### config.mk
export PLATFORM = sky130hd
export DESIGN_NAME = usr_burst_shifter
export DESIGN_NICKNAME = d
export VERILOG_FILES = /design/src/rtl/usr_burst_shifter_pkg.sv /design/src/rtl/usr_burst_shifter_step.sv /design/src/rtl/usr_burst_shifter.sv
export SDC_FILE = /design/constraint.sdc
export NUM_CORES = 1
export LEC_CHECK = 0
export ABC_CLOCK_PERIOD_IN_PS = 2900
export BUFFER_PORTS_ARGS = -buffer_cell sky130_fd_sc_hd__buf_2
export CORE_MARGIN = 2
export CORE_UTILIZATION = 37
export DETAILED_ROUTE_END_ITERATION = 7
export GPL_TIMING_DRIVEN = 1
export PLACE_DENSITY = 0.65
export SYNTH_ARGS = -nofsm -noshare
export SYNTH_HDL_FRONTEND = slang
export SYNTH_HIERARCHICAL = 1
export SYNTH_SLANG_ARGS = --single-unit
### constraint.sdc
create_clock -name clk -period 2.9 [get_ports clk]
set_input_delay 0.145 -clock clk [delete_from_list [all_inputs] [get_ports clk]]
set_output_delay 0.145 -clock clk [all_outputs]
set_load 0.01 [all_outputs]
### src/rtl/usr_burst_shifter_pkg.sv
// Shared types for the burst shifter: op codes, FSM states and op-field width.
package usr_pkg;

   localparam int unsigned USR_OP_W = 3;

   typedef enum logic [USR_OP_W-1:0] {
      OP_HOLD = 3'd0,
      OP_LOAD = 3'd1,
      OP_SHL  = 3'd2,
      OP_SHR  = 3'd3,
      OP_ASR  = 3'd4,
      OP_ROL  = 3'd5,
      OP_ROR  = 3'd6,
      OP_CLR  = 3'd7
   } usr_op_t;

   typedef enum logic {
      ST_IDLE  = 1'b0,
      ST_SHIFT = 1'b1
   } usr_state_t;

endpackage

### src/rtl/usr_burst_shifter_step.sv
// Combinational single-bit shift/rotate step of width N.
// Rotates exist only when USR_ROTATE_EN is defined; otherwise ROL/ROR act as SHL/SHR.
module usr_step
   import usr_pkg::*;
#(
   parameter int unsigned N = 8
) (
   input  logic [USR_OP_W-1:0] i_op,
   input  logic                i_ser_in,
   input  logic [N-1:0]        i_cur,
   output logic [N-1:0]        o_nxt
);

   always_comb begin
      o_nxt = i_cur;
      case (usr_op_t'(i_op))
         OP_SHL:  o_nxt = {i_cur[N-2:0], i_ser_in};
         OP_SHR:  o_nxt = {i_ser_in, i_cur[N-1:1]};
         OP_ASR:  o_nxt = {i_cur[N-1], i_cur[N-1:1]};
`ifdef USR_ROTATE_EN
         OP_ROL:  o_nxt = {i_cur[N-2:0], i_cur[N-1]};
         OP_ROR:  o_nxt = {i_cur[0], i_cur[N-1:1]};
`else
         OP_ROL:  o_nxt = {i_cur[N-2:0], i_ser_in};
         OP_ROR:  o_nxt = {i_ser_in, i_cur[N-1:1]};
`endif
         default: o_nxt = i_cur;
      endcase
   end

endmodule

### src/rtl/usr_burst_shifter.sv
// Universal shift register with command handshake; multi-bit shifts run one bit per cycle.
// Optional rotate datapath enabled by defining USR_ROTATE_EN.
module usr_burst_shifter
   import usr_pkg::*;
#(
   parameter int unsigned N         = 8,
   parameter int unsigned MAX_SHIFT = N,
   parameter int unsigned AW        = $clog2(MAX_SHIFT + 1)
) (
   input  logic                clk,
   input  logic                rst,
   input  logic [N-1:0]        D_in,
   output logic [N-1:0]        D_out,
   input  logic                cmd_valid,
   output logic                cmd_ready,
   input  logic [USR_OP_W-1:0] cmd_op,
   input  logic [AW-1:0]       cmd_amt,
   input  logic                ser_in,
   input  logic                en,
   output logic                ser_out_msb,
   output logic                ser_out_lsb,
   output logic                busy,
   output logic                done
);

   localparam logic [AW-1:0] MAX_AMT = AW'(MAX_SHIFT);

   usr_state_t          r_state;
   usr_op_t             r_op;
   logic [AW-1:0]       r_cnt;
   logic [N-1:0]        r_dout;
   logic                r_done;

   usr_op_t             w_cmd_op;
   logic [AW-1:0]       w_amt;
   logic [USR_OP_W-1:0] w_step_op;
   logic [N-1:0]        w_step;

   assign w_cmd_op  = usr_op_t'(cmd_op);
   assign w_amt     = (cmd_amt > MAX_AMT) ? MAX_AMT : cmd_amt;
   // The step unit follows the latched op during a burst and the incoming op on accept.
   assign w_step_op = (r_state == ST_SHIFT) ? r_op : cmd_op;

   usr_step #(
      .N (N)
   ) u_step (
      .i_op     (w_step_op),
      .i_ser_in (ser_in),
      .i_cur    (r_dout),
      .o_nxt    (w_step)
   );

   always_ff @(posedge clk) begin
      if (rst) begin
         r_state <= ST_IDLE;
         r_op    <= OP_HOLD;
         r_cnt   <= '0;
         r_dout  <= '0;
         r_done  <= 1'b0;
      end else begin
         r_done <= 1'b0;
         case (r_state)
            ST_IDLE: begin
               if (cmd_valid) begin
                  case (w_cmd_op)
                     OP_HOLD: r_done <= 1'b1;
                     OP_LOAD: begin
                        r_dout <= D_in;
                        r_done <= 1'b1;
                     end
                     OP_CLR: begin
                        r_dout <= '0;
                        r_done <= 1'b1;
                     end
                     default: begin
                        if (w_amt == '0) begin
                           r_done <= 1'b1;
                        end else begin
                           r_dout <= w_step;
                           if (w_amt == AW'(1)) begin
                              r_done <= 1'b1;
                           end else begin
                              r_cnt   <= w_amt - AW'(1);
                              r_op    <= w_cmd_op;
                              r_state <= ST_SHIFT;
                           end
                        end
                     end
                  endcase
               end
            end
            ST_SHIFT: begin
               if (en) begin
                  r_dout <= w_step;
                  r_cnt  <= r_cnt - AW'(1);
                  if (r_cnt == AW'(1)) begin
                     r_state <= ST_IDLE;
                     r_done  <= 1'b1;
                  end
               end
            end
            default: r_state <= ST_IDLE;
         endcase
      end
   end

   assign D_out       = r_dout;
   assign ser_out_msb = r_dout[N-1];
   assign ser_out_lsb = r_dout[0];
   assign busy        = (r_state == ST_SHIFT);
   assign cmd_ready   = (r_state == ST_IDLE);
   assign done        = r_done;

endmodule

After elaboration in Yosys (flattened, before gate mapping)
Cells that the tools add are included.
{"block": "totals", "regBits": 17, "latchBits": 0, "ramBits": 0, "rom_bits": 0, "input_bits": 20, "out_inout_bits": 13, "word_cells": 64, "n_memories": 0}
{"block": "classes", "n_addsub": 2, "n_mul": 0, "div_mod_pow": 0, "magnitude_cmp": 1, "n_eq_ne": 16, "n_shift": 0, "muxes": 28, "n_bitwise": 4, "n_reduce_logical": 8}
{"op": "8-bit case mux with 3 select lines", "count": 2}
{"op": "4-bit 2-to-1 mux", "count": 6}
{"op": "8-bit 2-to-1 mux", "count": 3}
{"op": "8-bit case mux with 2 select lines", "count": 1}
{"op": "3-bit == test (second input constant)", "count": 4}
{"op": "1-bit 2-to-1 mux", "count": 12}
{"op": "2-bit inequality test (second input constant)", "count": 6}
{"op": "5-bit AND reduction", "count": 2}
{"op": "4-bit by 1-bit == test with 1-bit output (second input constant)", "count": 2}
{"op": "4-bit case mux with 2 select lines", "count": 1}
{"op": "4-bit by 1-bit subtractor with 4-bit output (second input constant)", "count": 2}
{"op": "3-bit by 2-bit == test with 1-bit output (second input constant)", "count": 2}
{"op": "4-bit > comparator (second input constant)", "count": 1}
{"op": "4-bit logical NOT", "count": 1}
{"op": "4-bit by 2-bit inequality test with 1-bit output (second input constant)", "count": 1}
{"op": "1-bit inverter", "count": 4}
{"op": "1-bit case mux with 2 select lines", "count": 2}
{"op": "4-bit AND reduction", "count": 1}
{"op": "2-bit OR reduction", "count": 2}
{"op": "3-bit by 1-bit == test with 1-bit output (second input constant)", "count": 1}
{"op": "3-bit logical NOT", "count": 1}
{"op": "3-bit 2-to-1 mux", "count": 1}
{"op": "3-bit OR reduction", "count": 1}

Depth between registers and ports, before layout
Gate-level depths: netlist of the first run.
{"block": "logic_depth", "word_depth": 8, "ltp_mapped": 12}

Modules after synthesis
The synthesis of the first run kept the hierarchy.
{"mod": "usr_burst_shifter", "n_inst": 1, "cells_each": 123, "area_per_inst_um2": 1089.8}
{"mod": "usr_step", "n_inst": 1, "cells_each": 58, "area_per_inst_um2": 450.4}

Least setup slack after synthesis of the first run
OpenSTA, ideal clock, no wires.
{"block": "synth_path", "kind": "flip-flop to flip-flop", "from": "register r_state, in the netlist busy", "to": "register r_dout[4], in the netlist D_out[4]", "setup_ns": 0.128, "arrival_ns": 2.472, "path_slack_ns": 0.301, "path_stages_with_launch": 13, "path_buffers": 4, "cell_sequence": "dfxtp_1 > clkbuf_2 > buf_1 > mux2_2 > buf_6 > buf_6 > mux2_4 > a32oi_1 > o211ai_1 > a22oi_1 > o2bb2ai_1 > mux2i_1 > nor2_1"}
{"block": "synth_via", "elab_chain_len": 8, "word_cells_on_any_way": 20, "classes_between": "eq/ne: 9; mux: 7; bitwise: 1; reduce/logical: 3"}
{"element": "start: declaration", "line_no": "usr_burst_shifter.sv:28", "text": "usr_state_t r_state;"}
{"element": "start signal: assignment", "line_no": "usr_burst_shifter.sv:55", "text": "r_state <= ST_IDLE;"}
{"element": "start signal: assignment", "line_no": "usr_burst_shifter.sv:85", "text": "r_state <= ST_SHIFT;"}
{"element": "start signal: assignment", "line_no": "usr_burst_shifter.sv:97", "text": "r_state <= ST_IDLE;"}
{"element": "3-bit 2-to-1 mux (*)", "line_no": "usr_burst_shifter.sv:42", "text": "assign w_step_op = (r_state == ST_SHIFT) ? r_op : cmd_op;"}
{"element": "via w_step_op[1]", "line_no": "usr_burst_shifter.sv:36", "text": "logic [USR_OP_W-1:0] w_step_op;"}
{"element": "3-bit by 2-bit == test with 1-bit output / 3-bit == test (equally long branches)", "line_no": "usr_burst_shifter_step.sv:16", "text": "case (usr_op_t'(i_op))"}
{"element": "2-bit OR reduction (no line)"}
{"element": "8-bit case mux with 3 select lines (*)", "line_no": "usr_burst_shifter_step.sv:16"}
{"element": "via w_step[4]", "line_no": "usr_burst_shifter.sv:37", "text": "logic [N-1:0] w_step;"}
{"element": "8-bit 2-to-1 mux", "line_no": "usr_burst_shifter.sv:76", "text": "if (w_amt == '0) begin"}
{"element": "8-bit case mux with 3 select lines", "line_no": "usr_burst_shifter.sv:65", "text": "case (w_cmd_op)"}
{"element": "8-bit 2-to-1 mux", "line_no": "usr_burst_shifter.sv:64", "text": "if (cmd_valid) begin"}
{"element": "8-bit case mux with 2 select lines (*)", "line_no": "usr_burst_shifter.sv:62", "text": "case (r_state)"}
{"element": "end signal: assignment", "line_no": "usr_burst_shifter.sv:68", "text": "r_dout <= D_in;"}
{"element": "end signal: assignment", "line_no": "usr_burst_shifter.sv:79", "text": "r_dout <= w_step;"}
{"element": "end signal: assignment", "line_no": "usr_burst_shifter.sv:94", "text": "r_dout <= w_step;"}
{"element": "end: declaration", "line_no": "usr_burst_shifter.sv:31", "text": "logic [N-1:0] r_dout;"}
The timed path passes the listed nets; every way through them passes the cells marked *. The select of a mux whose other input is x is not followed.
A chain may end at the register's enable or synchronous reset.

Final worst setup path of the first run
{"block": "layout_path", "from": "register r_state, in the netlist busy", "to": "register r_dout[5], in the netlist D_out[5]"}
The elaborated chain is that of the path after synthesis.

==> results of run 1 <==
flip-flops by register name, indices dropped and copies added (netlist names):
signal and cells:
D_out 8, done 1, busy 1, r_op 3
r_cnt 4
where the power goes:
group          internal (mW)  switching [mW]
clock network         0.0978          0.0930
registers              0.249          0.0178
logic                  0.104           0.137
how the worst max path moves through the flow:
stage | from | to | cells past startpoint
final | busy | D_out[5] | 8
after detailed placement | busy | D_out[5] | 8
after floorplan | busy | D_out[4] | 12
after CTS | busy | D_out[5] | 8
after global routing | busy | D_out[5] | 8
after global placement | busy | D_out[1] | 8
worst max-delay path, cell delays in order (launching register included):
cell and delay (ns):
sky130_fd_sc_hd__dfxtp_1 0.35, sky130_fd_sc_hd__mux2_2 0.48, sky130_fd_sc_hd__nor2b_1 0.59, sky130_fd_sc_hd__nand2_1 0.11, sky130_fd_sc_hd__o211ai_1 0.25, sky130_fd_sc_hd__a22oi_1 0.13, sky130_fd_sc_hd__o2bb2ai_1 0.17, sky130_fd_sc_hd__mux2i_1 0.08
sky130_fd_sc_hd__nor2_1 0.09
cell families after synthesis:
| logic type | after synthesis | share of synthesized area |
|---|---|---|
| flip-flops | 17 | 0.221 |
| AND/OR/NAND/NOR | 57 | 0.197 |
| multiplexers | 22 | 0.158 |
| AO/OA/AOI/OAI | 55 | 0.284 |
| XOR/XNOR | 2 | 0.0114 |
| buffers and inverters | 24 | 0.0967 |
| adder cells (fa/ha/maj) | 4 | 0.0325 |
cell usage after synthesis, types with 2 or more instances:
master / number / area, um2
sky130_fd_sc_hd__dfxtp_1: 17 / 340
sky130_fd_sc_hd__xnor2_1: 2 / 17.5
sky130_fd_sc_hd__nand2_1: 14 / 52.6
sky130_fd_sc_hd__buf_4: 3 / 22.5
sky130_fd_sc_hd__a22oi_1: 13 / 97.6
sky130_fd_sc_hd__mux2_4: 3 / 45.0
sky130_fd_sc_hd__o21ai_1: 2 / 10.0
sky130_fd_sc_hd__ha_1: 4 / 50.1
sky130_fd_sc_hd__a21o_1: 2 / 15.0
sky130_fd_sc_hd__buf_6: 6 / 67.6
sky130_fd_sc_hd__nor2_1: 15 / 56.3
sky130_fd_sc_hd__o2bb2ai_1: 9 / 78.8
sky130_fd_sc_hd__nand3_1: 8 / 40.0
sky130_fd_sc_hd__mux2_2: 7 / 78.8
sky130_fd_sc_hd__nor2b_1: 4 / 25.0
sky130_fd_sc_hd__o211ai_1: 5 / 37.5
sky130_fd_sc_hd__buf_1: 2 / 7.51
sky130_fd_sc_hd__a21oi_1: 8 / 40.0
sky130_fd_sc_hd__clkbuf_1: 5 / 18.8
sky130_fd_sc_hd__mux2i_1: 12 / 120
sky130_fd_sc_hd__inv_1: 6 / 22.5
sky130_fd_sc_hd__nand2b_1: 4 / 25.0
sky130_fd_sc_hd__a32oi_1: 7 / 61.3
metal layers:
| metal | global-route usage | vias to the layer above | wire (um) |
|---|---|---|---|
| met3 | 0.0162 | 4 | 171 |
| met1 | 0.269 | 649 | 1910 |
| li1 | - | 717 | - |
| met5 | 0 | - | 0 |
| met4 | 0.0675 | 0 | 57 |
| met2 | 0.237 | 39 | 1650 |
through the flow:
step | util | hold WS, ns | instances | area (um2)
after CTS | 0.426 | 0.195 | 252 | 1700
final | 0.426 | 0.203 | 252 | 1700
after global placement | 0.415 | 0.448 | 248 | 1660
after global routing | 0.426 | 0.209 | 252 | 1700
after detailed placement | 0.415 | 0.450 | 248 | 1660
after floorplan | - | 0.292 | 181 | 1540
cell type report:
type,instances,share of cell area
clock buffer,4,0.0264
inverter,6,0.0132
multi-input combinational,140,0.617
sequential,17,0.200
tap,50,0.0367
timing repair buffer,35,0.107
==> report_table.html, run 1 <==
<table>
<tr><th>Metric</th><th>Value</th></tr>
<tr><th colspan="2">Clock network</th></tr>
<tr><td>Clock transition at the registers of the reported paths</td><td>0.08 ns</td></tr>
<tr><td>Clk Latency, worst-skew pair</td><td>0.26 ns</td></tr>
<tr><td>Post-cts sizing count</td><td>0</td></tr>
<tr><td>Root Driver</td><td>sky130_fd_sc_hd__clkbuf_8</td></tr>
<tr><td>CTS Hold Bufs</td><td>0</td></tr>
<tr><td>Post-CTS Repair Setup Buffers</td><td>0</td></tr>
<tr><td>CTS Buf Count</td><td>3</td></tr>
<tr><td>Largest buffer count on any clock path</td><td>2</td></tr>
<tr><td>TritonCTS clock tree</td><td>built</td></tr>
<tr><td>CTS H-tree depth</td><td>1</td></tr>
<tr><td>Total clock sinks</td><td>17</td></tr>
<tr><th colspan="2">Timing</th></tr>
<tr><td>Slew @ Worst Pin</td><td>0.643 ns</td></tr>
<tr><td>Final-report max-slew violation count</td><td>0</td></tr>
<tr><td>Period utilization</td><td>0.800</td></tr>
<tr><td>Final Hold Fails</td><td>0</td></tr>
<tr><td>Maximum clock skew at final layout</td><td>0.00802 ns</td></tr>
<tr><td>Setup violation total in the final timing report</td><td>0</td></tr>
<tr><td>RSZ-0062 raised after global routing</td><td>false</td></tr>
<tr><td>Fin Setup TNS</td><td>0 ns</td></tr>
<tr><td>Max_slew headroom</td><td>0.570</td></tr>
<tr><td>Setup slack of the critical path after layout</td><td>0.580 ns</td></tr>
<tr><td>Min cycle time layout</td><td>2.32 ns</td></tr>
<tr><td>Fmax</td><td>431 MHz</td></tr>
<tr><th colspan="2">Cells and area</th></tr>
<tr><td>Number of diodes added for antenna fixing</td><td>0</td></tr>
<tr><td>Commonest cells after routing, fill and taps aside</td><td>32 x sky130_fd_sc_hd__buf_2, 17 x sky130_fd_sc_hd__dfxtp_1, 15 x sky130_fd_sc_hd__nor2_1</td></tr>
<tr><td>Area overhead of the layout relative to synthesis</td><td>10.6%</td></tr>
<tr><td>Proportion of layout cells with a drive suffix above 1</td><td>0.277</td></tr>
<tr><td>Register area</td><td>340 um2</td></tr>
<tr><td>FILL cells</td><td>402</td></tr>
<tr><td>Most common library cell in the layout ignoring fill and taps</td><td>sky130_fd_sc_hd__buf_2</td></tr>
<tr><td>Final-stage net count</td><td>227</td></tr>
<tr><td>Combined area of the multi-input logic cells</td><td>0.00105 mm2</td></tr>
<tr><th colspan="2">Power</th></tr>
<tr><td>Power per cell area</td><td>410 mW/mm2</td></tr>
<tr><td>Total power after layout</td><td>0.699 mW</td></tr>
<tr><td>Largest voltage drop on the vdd net</td><td>119 uV</td></tr>
<tr><td>Cell leakage power</td><td>0.713 nW</td></tr>
<tr><th colspan="2">Floorplanning</th></tr>
<tr><td>Starting Density</td><td>0.385</td></tr>
<tr><td>Die area</td><td>0.00469 mm2</td></tr>
<tr><td>Ports placed on the boundary</td><td>33</td></tr>
<tr><td>Die Ht</td><td>68.5 um</td></tr>
<tr><td>Width of the chip</td><td>68.5 um</td></tr>
<tr><td>Core box area</td><td>0.00400 mm2</td></tr>
<tr><td>Cell Rows</td><td>23</td></tr>
<tr><th colspan="2">Hold path</th></tr>
<tr><td>Worst hold-check path type</td><td>in2reg</td></tr>
<tr><td>Hold Startpoint</td><td>cmd_op[0]</td></tr>
<tr><td>Worst hold endpoint</td><td>r_op[0]</td></tr>
<tr><td>Count of cells along the worst hold path</td><td>3</td></tr>
<tr><th colspan="2">Placed design</th></tr>
<tr><td>Setup Slack @ Placement</td><td>0.649 ns</td></tr>
<tr><td>Global placement routability congestion</td><td>0.786</td></tr>
<tr><td>HPWL after DPL</td><td>2590 um</td></tr>
<tr><td>Count of port buffers added during placement</td><td>32</td></tr>
<tr><th colspan="2">Critical path</th></tr>
<tr><td>Worst EP arrival</td><td>2.52 ns</td></tr>
<tr><td>Top fanout value on the critical path</td><td>17</td></tr>
<tr><td>Path type of the worst setup path</td><td>reg2reg</td></tr>
<tr><td>Critical register-to-register path startpoint</td><td>busy</td></tr>
<tr><td>Length in cells of the worst reg-to-reg path</td><td>8</td></tr>
<tr><td>Worst r2r dst</td><td>D_out[5]</td></tr>
<tr><td>Crit end category</td><td>register</td></tr>
<tr><td>Kind of launch point of the worst setup path</td><td>register</td></tr>
<tr><td>Worst reg2reg setup slack</td><td>0.58 ns</td></tr>
<tr><td>Required time worst endpoint</td><td>3.10 ns</td></tr>
<tr><th colspan="2">GRT</th></tr>
<tr><td>Global-route wire length before repair</td><td>6070 um</td></tr>
<tr><td>All-Layer GR Usage</td><td>0.172</td></tr>
<tr><td>Antenna violations before repair</td><td>0</td></tr>
<tr><td>Number of global-route vias before repair</td><td>1219</td></tr>
<tr><td>Maximum number of pins on one net before global-route repair</td><td>18</td></tr>
<tr><td>Residual overflow from global routing</td><td>0</td></tr>
<tr><th colspan="2">Synth</th></tr>
<tr><td>Number of enable-type register cells in the synthesized netlist</td><td>0</td></tr>
<tr><td>FFs w/ async S/R, synth</td><td>0</td></tr>
<tr><td>Most used flip-flop cell after synthesis</td><td>sky130_fd_sc_hd__dfxtp_1</td></tr>
<tr><td>Area of the mapped netlist</td><td>0.00154 mm2</td></tr>
<tr><td>Share of the yosys chip area belonging to registers</td><td>0.221</td></tr>
<tr><td>Post-synthesis sequential element count</td><td>17</td></tr>
<tr><td>Instance count of the mapped netlist</td><td>181</td></tr>
<tr><td>Yosys synthesis warning count</td><td>6</td></tr>
<tr><td>Post-Synthesis Mean Instance Area</td><td>8.51 um2</td></tr>
<tr><td>Syn_nets</td><td>205</td></tr>
<tr><td>Synth unique cells</td><td>46</td></tr>
<tr><th colspan="2">Routing</th></tr>
<tr><td>Count of routing violations after the opening detailed-route iteration</td><td>92</td></tr>
<tr><td>Post-Route WL</td><td>3790 um</td></tr>
<tr><td>Total iterations of the first detailed-routing run</td><td>4</td></tr>
<tr><td>Via density</td><td>5.59</td></tr>
<tr><td>Final antenna-violating net count</td><td>0</td></tr>
<tr><td>Routed length per instance</td><td>15.0 um</td></tr>
<tr><td>Number of DRC violations after detailed routing</td><td>0</td></tr>
<tr><td>Overall via count from detail_route</td><td>1409</td></tr>
<tr><th colspan="2">Flow run</th></tr>
<tr><td>Number of max-cap violations</td><td>0</td></tr>
<tr><th colspan="2">Run status</th></tr>
<tr><td>Status</td><td>finished clean</td></tr>
</table>
No activity file was read; power rests on OpenSTA's default activity.
==> run 2: changes to the inputs <==
--- a/config.mk
+++ b/config.mk
@@ -5,13 +5,14 @@
 export SDC_FILE = /design/constraint.sdc
 export NUM_CORES = 1
 export LEC_CHECK = 0
-export ABC_CLOCK_PERIOD_IN_PS = 2900
+export ABC_AREA = 1
+export ABC_CLOCK_PERIOD_IN_PS = 2000
 export BUFFER_PORTS_ARGS = -buffer_cell sky130_fd_sc_hd__buf_2
 export CORE_MARGIN = 2
 export CORE_UTILIZATION = 37
 export DETAILED_ROUTE_END_ITERATION = 7
 export GPL_TIMING_DRIVEN = 1
-export PLACE_DENSITY = 0.65
+export PLACE_DENSITY = 0.67
 export SYNTH_ARGS = -nofsm -noshare
 export SYNTH_HDL_FRONTEND = slang
 export SYNTH_HIERARCHICAL = 1
==> constraint.sdc (replaced) <==
create_clock -name clk -period 2 [get_ports clk]
set_input_delay 0.1 -clock clk [delete_from_list [all_inputs] [get_ports clk]]
set_output_delay 0.1 -clock clk [all_outputs]
set_load 0.01 [all_outputs]
==> report_table.html, run 2 <==
<table>
<tr><th>Metric</th><th>Value</th></tr>
<tr><th colspan="2">Run status</th></tr>
<tr><td>Status</td><td>finished clean</td></tr>
<tr><th colspan="2">Critical path</th></tr>
<tr><td>Crit end category</td><td>register</td></tr>
<tr><td>Cell Chain, Critical Path</td><td>o21ai_0, buf_4, nand2_4, nand2_4, nand2_4, nand3_2, nand3_1, nand2_1, o21ai_0, a21oi_1, nor2_1</td></tr>
<tr><td>Length in cells of the worst reg-to-reg path</td><td>11 (+3)</td></tr>
<tr><td>Delay-heaviest family, CP</td><td>simple AND/OR/NAND/NOR gates</td></tr>
<tr><td>Top fanout value on the critical path</td><td>10 (-7)</td></tr>
<tr><td>Count of buffering cells on the critical path with inverters included</td><td>1 (+1)</td></tr>
<tr><td>Worst EP arrival</td><td>1.93 ns (-0.59 ns)</td></tr>
<tr><td>Critical register-to-register path startpoint</td><td>busy</td></tr>
<tr><td>Crit path depth</td><td>11 (+3)</td></tr>
<tr><td>Path type of the worst setup path</td><td>reg2reg</td></tr>
<tr><td>CP max stage delay</td><td>0.37 ns (-0.22 ns)</td></tr>
<tr><td>Required time worst endpoint</td><td>2.14 ns (-0.96 ns)</td></tr>
<tr><td>Worst r2r dst</td><td>D_out[7]</td></tr>
<tr><td>Kind of launch point of the worst setup path</td><td>register</td></tr>
<tr><td>Worst reg2reg setup slack</td><td>0.22 ns (-0.36 ns)</td></tr>
<tr><td>CP Launch Point</td><td>busy</td></tr>
<tr><td>Most used cell, CP</td><td>sky130_fd_sc_hd__nand2_4</td></tr>
<tr><td>Cell at the slowest stage of the critical path</td><td>sky130_fd_sc_hd__dfxtp_2</td></tr>
<tr><th colspan="2">GRT</th></tr>
<tr><td>Antenna violations before repair</td><td>0 (unchanged)</td></tr>
<tr><td>Global-route wire length before repair</td><td>6220 um (+2.4%)</td></tr>
<tr><td>Number of global-route vias before repair</td><td>1386 (+14%)</td></tr>
<tr><td>Maximum number of pins on one net before global-route repair</td><td>18 (unchanged)</td></tr>
<tr><td>Residual overflow from global routing</td><td>0 (unchanged)</td></tr>
<tr><td>All-Layer GR Usage</td><td>0.171 (-0.00148)</td></tr>
<tr><th colspan="2">Synth</th></tr>
<tr><td>Most frequent cells after synthesis</td><td>67 x sky130_fd_sc_hd__nand2_1, 38 x sky130_fd_sc_hd__nor2_1, 28 x sky130_fd_sc_hd__inv_1, 20 x sky130_fd_sc_hd__nand3_1</td></tr>
<tr><td>Instance count of the mapped netlist</td><td>258 (+43%)</td></tr>
<tr><td>Most instantiated library cell after synthesis</td><td>sky130_fd_sc_hd__nand2_1</td></tr>
<tr><td>Post-Synthesis Mean Instance Area</td><td>5.99 um2 (-30%)</td></tr>
<tr><td>Main area contributors after synthesis</td><td>sky130_fd_sc_hd__dfxtp_1 22%, sky130_fd_sc_hd__nand2_1 16%, sky130_fd_sc_hd__nor2_1 9.2%, sky130_fd_sc_hd__nand4_1 6.9%, sky130_fd_sc_hd__inv_1 6.8%</td></tr>
<tr><td>Synth unique cells</td><td>25 (-46%)</td></tr>
<tr><td>FFs w/ async S/R, synth</td><td>0 (unchanged)</td></tr>
<tr><td>Post-synthesis sequential element count</td><td>17 (unchanged)</td></tr>
<tr><td>Syn_nets</td><td>282 (+38%)</td></tr>
<tr><td>Most used flip-flop cell after synthesis</td><td>sky130_fd_sc_hd__dfxtp_1</td></tr>
<tr><td>Most area-hungry cell type in the Yosys netlist</td><td>sky130_fd_sc_hd__dfxtp_1</td></tr>
<tr><td>Share of the yosys chip area belonging to registers</td><td>0.220 (-0.000894)</td></tr>
<tr><td>Area of the mapped netlist</td><td>0.00155 mm2 (+0.41%)</td></tr>
<tr><td>Fraction of synthesized cell area taken by the top area cell type</td><td>0.220 (-0.000894)</td></tr>
<tr><td>Yosys synthesis warning count</td><td>6 (unchanged)</td></tr>
<tr><td>Number of enable-type register cells in the synthesized netlist</td><td>0 (unchanged)</td></tr>
<tr><th colspan="2">Floorplanning</th></tr>
<tr><td>Starting Density</td><td>0.387 (+0.00156)</td></tr>
<tr><td>Cell Rows</td><td>23 (unchanged)</td></tr>
<tr><td>Die area</td><td>0.00471 mm2 (+0.38%)</td></tr>
<tr><td>Die Ht</td><td>68.7 um (+0.19%)</td></tr>
<tr><td>Ports placed on the boundary</td><td>33 (unchanged)</td></tr>
<tr><td>Width of the chip</td><td>68.7 um (+0.19%)</td></tr>
<tr><td>Core box area</td><td>0.00400 mm2 (unchanged)</td></tr>
<tr><th colspan="2">Timing</th></tr>
<tr><td>Final-report max-slew violation count</td><td>0 (unchanged)</td></tr>
<tr><td>Final Hold Fails</td><td>0 (unchanged)</td></tr>
<tr><td>Worst hold slack across all endpoints</td><td>0.0863 ns (-0.117 ns)</td></tr>
<tr><td>Fin Setup TNS</td><td>0 ns (unchanged)</td></tr>
<tr><td>Maximum clock skew at final layout</td><td>0.00844 ns (+0.000424 ns)</td></tr>
<tr><td>Period utilization</td><td>0.890 (+0.0901)</td></tr>
<tr><td>Setup violation total in the final timing report</td><td>0 (unchanged)</td></tr>
<tr><td>Setup slack of the critical path after layout</td><td>0.220 ns (-0.360 ns)</td></tr>
<tr><td>Max_slew headroom</td><td>0.766 (+0.196)</td></tr>
<tr><td>Min cycle time layout</td><td>1.78 ns (-0.540 ns)</td></tr>
<tr><td>Fmax</td><td>562 MHz (+30%)</td></tr>
<tr><td>Slew @ Worst Pin</td><td>0.351 ns (-0.293 ns)</td></tr>
<tr><th colspan="2">Cells and area</th></tr>
<tr><td>Number of diodes added for antenna fixing</td><td>0 (unchanged)</td></tr>
<tr><td>Final std cells w/o fill</td><td>340 (+35%)</td></tr>
<tr><td>Final-stage net count</td><td>315 (+39%)</td></tr>
<tr><td>Commonest cells after routing, fill and taps aside</td><td>67 x sky130_fd_sc_hd__nand2_1, 38 x sky130_fd_sc_hd__nor2_1, 32 x sky130_fd_sc_hd__buf_2</td></tr>
<tr><td>Proportion of layout cells with a drive suffix above 1</td><td>0.207 (-0.0703)</td></tr>
<tr><td>Flip-flop count of the largest register after layout</td><td>8 (unchanged)</td></tr>
<tr><td>Area overhead of the layout relative to synthesis</td><td>16.6%</td></tr>
<tr><td>Most common library cell in the layout ignoring fill and taps</td><td>sky130_fd_sc_hd__nand2_1</td></tr>
<tr><th colspan="2">Hold path</th></tr>
<tr><td>Count of cells along the worst hold path</td><td>2 (-1)</td></tr>
<tr><td>Worst hold endpoint</td><td>r_op[1]</td></tr>
<tr><td>Worst hold-check path type</td><td>in2reg</td></tr>
<tr><td>Hold Startpoint</td><td>rst</td></tr>
<tr><th colspan="2">Power</th></tr>
<tr><td>Fraction of power consumed by combinational cells</td><td>0.403 (+0.058)</td></tr>
<tr><td>Net load switching power</td><td>0.455 mW (+83%)</td></tr>
<tr><td>Clock share of power</td><td>0.228 (-0.045)</td></tr>
<tr><td>Power per cell area</td><td>636 mW/mm2 (+55%)</td></tr>
<tr><td>Fraction of power consumed by sequential logic</td><td>0.369 (-0.013)</td></tr>
<tr><td>Cell leakage power</td><td>0.923 nW (+30%)</td></tr>
<tr><td>Sw frac</td><td>0.397 (+0.0415)</td></tr>
<tr><td>Largest voltage drop on the vdd net</td><td>406 uV (+240%)</td></tr>
<tr><td>Total power after layout</td><td>1.15 mW (+64%)</td></tr>
<tr><td>Internal power contribution</td><td>0.692 mW (+54%)</td></tr>
<tr><th colspan="2">Routing</th></tr>
<tr><td>Count of routing violations after the opening detailed-route iteration</td><td>53 (-42%)</td></tr>
<tr><td>Post-Route WL</td><td>3900 um (+3.0%)</td></tr>
<tr><td>Routed length per instance</td><td>11.5 um (-24%)</td></tr>
<tr><td>Total iterations of the first detailed-routing run</td><td>4 (unchanged)</td></tr>
<tr><td>Number of DRC violations after detailed routing</td><td>0 (unchanged)</td></tr>
<tr><td>Via density</td><td>4.99 (-11%)</td></tr>
<tr><td>Overall via count from detail_route</td><td>1695 (+20%)</td></tr>
<tr><td>Final antenna-violating net count</td><td>0 (unchanged)</td></tr>
<tr><th colspan="2">Clock network</th></tr>
<tr><td>Clock transition at the registers of the reported paths</td><td>0.07 ns (about the same)</td></tr>
<tr><td>TritonCTS clock tree</td><td>built</td></tr>
<tr><td>Post-CTS Repair Setup Buffers</td><td>0 (unchanged)</td></tr>
<tr><td>Root Driver</td><td>sky130_fd_sc_hd__clkbuf_8</td></tr>
<tr><td>Total clock sinks</td><td>17 (unchanged)</td></tr>
<tr><td>Clk Latency, worst-skew pair</td><td>0.25 ns (about the same)</td></tr>
<tr><td>Largest buffer count on any clock path</td><td>2 (unchanged)</td></tr>
<tr><td>Post-cts sizing count</td><td>0 (unchanged)</td></tr>
<tr><td>CTS Buf Count</td><td>3 (unchanged)</td></tr>
<tr><td>CTS H-tree depth</td><td>1 (unchanged)</td></tr>
<tr><td>CTS Hold Bufs</td><td>0 (unchanged)</td></tr>
<tr><th colspan="2">Placed design</th></tr>
<tr><td>Global placement routability congestion</td><td>0.840 (+6.9%)</td></tr>
<tr><td>Dpl cells</td><td>336 (+35%)</td></tr>
<tr><td>Setup Slack @ Placement</td><td>0.121 ns (-0.528 ns)</td></tr>
<tr><td>HPWL after DPL</td><td>3010 um (+16%)</td></tr>
<tr><td>Count of port buffers added during placement</td><td>32 (unchanged)</td></tr>
<tr><th colspan="2">Flow run</th></tr>
<tr><td>Number of max-cap violations</td><td>0 (unchanged)</td></tr>
</table>
run 2: changes by cell type after synthesis, moves of 11 or more:
cell	change
sky130_fd_sc_hd__nand2_1	+53
sky130_fd_sc_hd__a22oi_1	-13
sky130_fd_sc_hd__mux2i_1	-11
sky130_fd_sc_hd__inv_1	+22
sky130_fd_sc_hd__nor2_1	+23
sky130_fd_sc_hd__nand3_1	+12
sky130_fd_sc_hd__nand4_1	+16
sky130_fd_sc_hd__o21ai_0	+14
run 2: how the worst max path moves through the flow:
stage,to
after global routing,D_out[3]
after detailed placement,D_out[0]
after floorplan,D_out[4]
after CTS,D_out[7]
after global placement,D_out[7]
final,D_out[7]
run 2: per-stage QoR:
stage / util / cell area [um2]
5_1_grt: 0.451 / 1800
2_1_floorplan: - / 1550
3_5_place_dp: 0.435 / 1740
4_1_cts: 0.448 / 1790
3_3_place_gp: 0.435 / 1740
6_report: 0.451 / 1800
run 2: routing by layer:
metal / GRT usage / part of all wire / wire length [um]
met2: 0.257 / 0.43 / 1700
met3: 0.0146 / 0.025 / 98
met4: 0.0525 / 0.0079 / 31
met5: 0 / 0 / 0
met1: 0.255 / 0.53 / 2080
run 2: power by group through the flow:
stage	Combinational [mW]	Sequential (mW)	Clock (mW)
after global placement	0.452	0.430	0
after floorplan	0.338	0.425	0
after CTS	0.456	0.422	0.264
after global routing	0.525	0.429	0.280
after detailed placement	0.453	0.430	0
final	0.462	0.423	0.262
run 2: layout make-up:
type	count	area [um2]
Inverter	32	120
Tap cell	50	62.6
Clock inverter	1	7.51
Fill cell	422	2200
Sequential cell	17	342
Timing Repair Buffer	37	198
Multi-Input combinational cell	200	1030
Clock buffer	3	41.3
run 2: kinds of logic after synthesis:
family          count (synthesis)  synth area share
buf+inv                        41             0.120
simple gates                  162             0.506
compound gates                 32             0.110
flops                          17             0.220
xor+xnor                        1           0.00566
mux                             1           0.00647
fa+ha+maj                       4            0.0324
